## config.mk

```make
export PLATFORM = sky130hd
export DESIGN_NAME = branch_sequencer
export DESIGN_NICKNAME = d
export VERILOG_FILES = /design/src/rtl/branch_sequencer.sv
export SDC_FILE = /design/constraint.sdc
export NUM_CORES = 1
export LEC_CHECK = 0
export BUFFER_PORTS_ARGS = -buffer_cell sky130_fd_sc_hd__buf_2
export CORE_UTILIZATION = 47
export CTS_CLUSTER_SIZE = 28
export DETAILED_ROUTE_END_ITERATION = 12
export PLACE_DENSITY = 0.83
export SLEW_MARGIN = 20
export SYNTH_ARGS = -nofsm -noshare
export SYNTH_HDL_FRONTEND = slang
export SYNTH_SLANG_ARGS = --single-unit
```

## constraint.sdc

```tcl
create_clock -name clk -period 2.05 [get_ports clk]
set_clock_uncertainty 0.2 [all_clocks]
set_input_delay 0.3075 -clock clk [delete_from_list [all_inputs] [get_ports clk]]
set_output_delay 0.3075 -clock clk [all_outputs]
set_load 0.01 [all_outputs]
```

## src/rtl/branch_sequencer.sv

```systemverilog
// branch_sequencer: conditional-branch controller; owns CVZN flags, evaluates
// cccc, fetches target byte over req/ack, issues a one-cycle PC write.
module branch_sequencer #(
  parameter int ADDR_W = 8,
  parameter int DATA_W = 8
) (
  input  logic              clk,
  input  logic              rst,
  input  logic              flags_we,
  input  logic [3:0]        flags_in,
  output logic [3:0]        flags_out,
  input  logic              br_valid,
  output logic              br_ready,
  input  logic [3:0]        br_cccc,
  input  logic [ADDR_W-1:0] br_pc,
  output logic              mem_req,
  output logic [ADDR_W-1:0] mem_addr,
  input  logic              mem_ack,
  input  logic [DATA_W-1:0] mem_data,
  output logic              pc_we,
  output logic [ADDR_W-1:0] pc_out,
  output logic              done,
  output logic              taken
);

  typedef enum logic [1:0] {
    IDLE,
    EVAL,
    FETCH,
    COMMIT
  } state_t;

  state_t state, nxt;

  logic [3:0]        flags;
  logic [3:0]        snap;
  logic [3:0]        cc;
  logic [ADDR_W-1:0] pc_q;
  logic [ADDR_W-1:0] addr_q;
  logic [ADDR_W-1:0] pco_q;
  logic              tk_q;
  logic              dcsn;
  logic              go;
  logic [ADDR_W-1:0] tgt;

  generate
    if (DATA_W >= ADDR_W) begin : g_trunc
      assign tgt = mem_data[ADDR_W-1:0];
    end else begin : g_zext
      assign tgt = {{(ADDR_W-DATA_W){1'b0}}, mem_data};
    end
  endgenerate

  // snap packing: [3]=C [2]=V [1]=Z [0]=N
  always_comb begin
    dcsn = 1'b1;
    unique case (cc[3:1])
      3'd0: dcsn = snap[1];
      3'd1: dcsn = snap[3];
      3'd2: dcsn = snap[0];
      3'd3: dcsn = snap[2];
      3'd4: dcsn = snap[3] & ~snap[1];
      3'd5: dcsn = ~(snap[0] ^ snap[2]);
      3'd6: dcsn = ~snap[1] & ~(snap[0] ^ snap[2]);
      3'd7: dcsn = 1'b1;
    endcase
    go = dcsn ^ cc[0];
  end

  always_comb begin
    nxt = state;
    unique case (state)
      IDLE:   if (br_valid) nxt = EVAL;
      EVAL:   nxt = go ? FETCH : COMMIT;
      FETCH:  if (mem_ack) nxt = COMMIT;
      COMMIT: nxt = IDLE;
    endcase
  end

  always_ff @(posedge clk) begin
    if (rst) begin
      state  <= IDLE;
      flags  <= 4'd0;
      snap   <= 4'd0;
      cc     <= 4'd0;
      pc_q   <= '0;
      addr_q <= '0;
      pco_q  <= '0;
      tk_q   <= 1'b0;
    end else begin
      state <= nxt;
      if (flags_we) flags <= flags_in;
      unique case (state)
        IDLE: begin
          if (br_valid) begin
            cc     <= br_cccc;
            pc_q   <= br_pc;
            // old register value, ignoring a same-cycle write
            snap   <= flags;
            addr_q <= br_pc + ADDR_W'(1);
          end
        end
        EVAL: begin
          if (!go) begin
            pco_q <= pc_q + ADDR_W'(2);
            tk_q  <= 1'b0;
          end
        end
        FETCH: begin
          if (mem_ack) begin
            pco_q <= tgt;
            tk_q  <= 1'b1;
          end
        end
        COMMIT: ;
      endcase
    end
  end

  assign flags_out = flags;
  assign br_ready  = (state == IDLE);
  assign mem_req   = (state == FETCH);
  assign mem_addr  = addr_q;
  assign pc_we     = (state == COMMIT);
  assign done      = (state == COMMIT);
  assign pc_out    = pco_q;
  assign taken     = tk_q & (state == COMMIT);

endmodule
```

==> flow_summary.json <==
{
  "run_status": "completed",
  "power.share.clock_pct": 22.5,
  "critPathKind": "register to register",
  "synth.top_cells.by_area": "dfxtp_1 40%, nand2_1 9.3%, mux2i_1 6.1%",
  "timing.hold.ws_ns": 0.0546,
  "share_of_the_yosys_chip_area_belonging_to_registers_pct": 39.5,
  "setup.reg_to_reg.worst_slack_ns": 0.12,
  "share_comb_of_total_power_pct": 41.2,
  "async_set_or_reset_register_ratio_after_synthesis_pct": 0,
  "die_height_microns": 66.8,
  "placement.io_buffers": 53,
  "hold_buffers": 0,
  "critical_path_arrival_ns": 1.94,
  "placeable_area_sq_um": 4030,
  "cts-htree-levels": 2,
  "drt_first_iter_violations": 71,
  "number_of_nets_still_failing_antenna_checks_after_routing": 0,
  "clk_root_buffer_cell": "clkbuf_8",
  "maximum_root_to_sink_buffer_count": 2,
  "ys_ff_latch": 39,
  "setup.worst_path.start_class": "register",
  "dpl_cell_area_sq_um": 2280,
  "post-route-min-period_ns": 1.93,
  "ioPinCount": 54,
  "worst-path-max-fanout": 8,
  "finalHoldViolCount": 0,
  "rows": 23,
  "detailroute.via_count": 1746,
  "groute.usage.overall_pct": 19.7,
  "grt_start_max_net_pins": 30,
  "area_growth_syn_to_layout_pct": 22.4,
  "netSwitchingFraction_pct": 35.9,
  "nature_of_the_critical_path_endpoint": "register",
  "floorplan.initialDensity_pct": 49.0,
  "count_of_cells_resized_by_post_cts_repair": 0,
  "max_slew.worst_pin.slew_ns": 0.333,
  "die_area_sq_um": 4460,
  "gpl.final_weighted_congestion": 0.870,
  "via_count_of_the_first_global_routing_pass": 1548,
  "grt-ovfl-total": 0,
  "cts_tree": "built",
  "hold_path.class": "input port to register",
  "multiInputGateArea_sq_um": 1120,
  "fillerInstances": 379,
  "final_design_area_no_fill_sq_um": 2420,
  "layout.core_utilization_pct": 60.0,
  "netlist-cell-type-count": 40,
  "final.period_utilization_pct": 94.0,
  "power-per-cell-area_nw_per_um2": 1200,
  "setup_total_neg_slack_ns": 0,
  "area.sequential_sq_um": 786,
  "synth_area_sq_um": 1970,
  "synthCells": 237,
  "finalWirelength_microns": 3960,
  "report.final.slew_viol_count": 0,
  "number_of_antenna_violations_at_the_first_check_in_global_routing": 0,
  "cts_num_sinks": 39,
  "seqPwrFrac_pct": 36.3,
  "clock_insertion_delay_worst_skew_ns": 0.29,
  "drt-vias-per-instance": 5.17,
  "antenna_cells": 0,
  "nets_in_the_synthesized_netlist": 272,
  "dieWidth_microns": 66.8,
  "drc": 0,
  "yosysWarnings": 0,
  "p_leak_nw": 1.07,
  "drive_gt1_share_pct": 28.8,
  "synth_area_per_cell_sq_um": 8.33,
  "synth_top_area_share_pct": 39.5,
  "netSwitchingPower_w": 0.00104,
  "dpl_worst_slack_ns": 0.0542,
  "rsz0062_at_grt": "no",
  "synthFlopType": "dfxtp_1",
  "cts_setup_buffers": 0,
  "post-dp-hpwl_microns": 2850,
  "tritoncts.num_buffers": 5,
  "fmax_mhz": 519,
  "final_worst_setup_slack_ns": 0.123,
  "internal-power_w": 0.00186,
  "detail_route.first_pass.iterations": 4,
  "wire_per_inst_microns": 11.7,
  "final-setup-viol-count": 0,
  "global_route_wire_length_before_repair_microns": 6650,
  "synth_largest_area_cell": "dfxtp_1",
  "cap_violations": 0,
  "path_clk_slew_ns": 0.07,
  "final_nets": 322,
  "data_required_time_at_the_worst_endpoint_ns": 2.07,
  "number_of_flops_mapped_to_enable_cells_by_yosys": 0,
  "vdd.ir_drop.worst_uv": 665,
  "timing.slew.headroom_pct": 77.8
}
==> worst max-delay path, stage by stage, from the launching register on <==
cell and delay [ns]:
dfxtp_2 0.37, o21ba_2 0.23, o21ai_2 0.15, o211a_4 0.23, mux2i_4 0.27, buf_4 0.20, mux2i_1 0.19
==> layer usage <==
layer  GRT usage [%]  vias to the layer above  share of wire (%)
met5               0                        -                  0
met4            7.71                        0                1.7
met3            4.97                        7                6.7
met2            31.6                       53                 45
met1            25.1                      785                 47
li1                -                      901                  -
==> power by group through the flow <==
stage                     combinational [W]  sequential [W]  clock, W
after floorplan                    0.000870         0.00108         0
after global placement              0.00118         0.00105         0
after detailed placement            0.00119         0.00106         0
after CTS                           0.00120         0.00105  0.000673
after global routing                0.00136         0.00108  0.000695
final                               0.00120         0.00105  0.000654
==> Yosys cell counts (all sizes together), types with 3 or more instances <==
cell     n
nand2   49
dfxtp   39
a21oi   23
nor2    20
mux2i   13
clkbuf   9
xnor2    8
a211oi   7
nand3    7
buf      6
ha       6
inv      6
o21ai    6
xor2     5
mux2     4
nand2b   3
or3      3
==> layout by cell type, fill, tap and decap left out, types with 3 or more instances in the layout <==
cell type   n
a211oi_1    6
a21oi_1    22
buf_2      53
buf_4       5
clkbuf_8    6
dfxtp_1    37
ha_1        6
inv_1       6
mux2i_1    12
nand2_1    49
nand3_1     7
nor2_1     20
o21ai_0     4
or3_1       3
xnor2_1     8
xor2_1      5
==> cell families (layout without fill, tap and decap cells) <==
group	Yosys count	in the layout	share of synthesized area (%)
AND/OR/NAND/NOR	95	95	21.7
AO/OA/AOI/OAI	46	46	14.8
multiplexers	17	17	9.89
buffers and inverters	21	72	4.44
flip-flops	39	39	39.5
adder cells (fa/ha/maj)	6	6	3.80
XOR/XNOR	13	13	5.77
==> layout make-up <==
| cell class | instances | area share [%] |
|---|---|---|
| well taps | 50 | 2.59 |
| repair buffers | 58 | 12.5 |
| inverters | 6 | 0.932 |
| flip-flops and latches | 39 | 32.5 |
| multi-input cells | 177 | 46.6 |
| clock inverters | 2 | 1.45 |
| clock buffers | 6 | 3.42 |
==> registers in the layout, summed over array words and instances (netlist names) <==
register,count
tk_q,1
cc,4
state,2
mem_addr,8
pc_out,8
pc_q,8
flags_out,4
snap,4
==> worst paths after layout <==
kind                          startpoint                         to  cells past startpoint
setup / recovery      cc[2]$_SDFFE_PP0P_     pc_out[4]$_SDFFE_PP0P_                      6
hold / removal               flags_in[1]  flags_out[1]$_SDFFE_PP0P_                      3
setup reg to reg      cc[2]$_SDFFE_PP0P_     pc_out[4]$_SDFFE_PP0P_                      6
hold reg to reg   pc_out[5]$_SDFFE_PP0P_     pc_out[5]$_SDFFE_PP0P_                      2
==> metrics by stage <==
| stage | total power (W) | cells |
|---|---|---|
| floorplan | 0.00195 | 237 |
| global placement | 0.00223 | 330 |
| detailed placement | 0.00225 | 330 |
| CTS | 0.00292 | 338 |
| global route | 0.00313 | 338 |
| finish | 0.00290 | 338 |
Power figures use the tool's default switching activity.
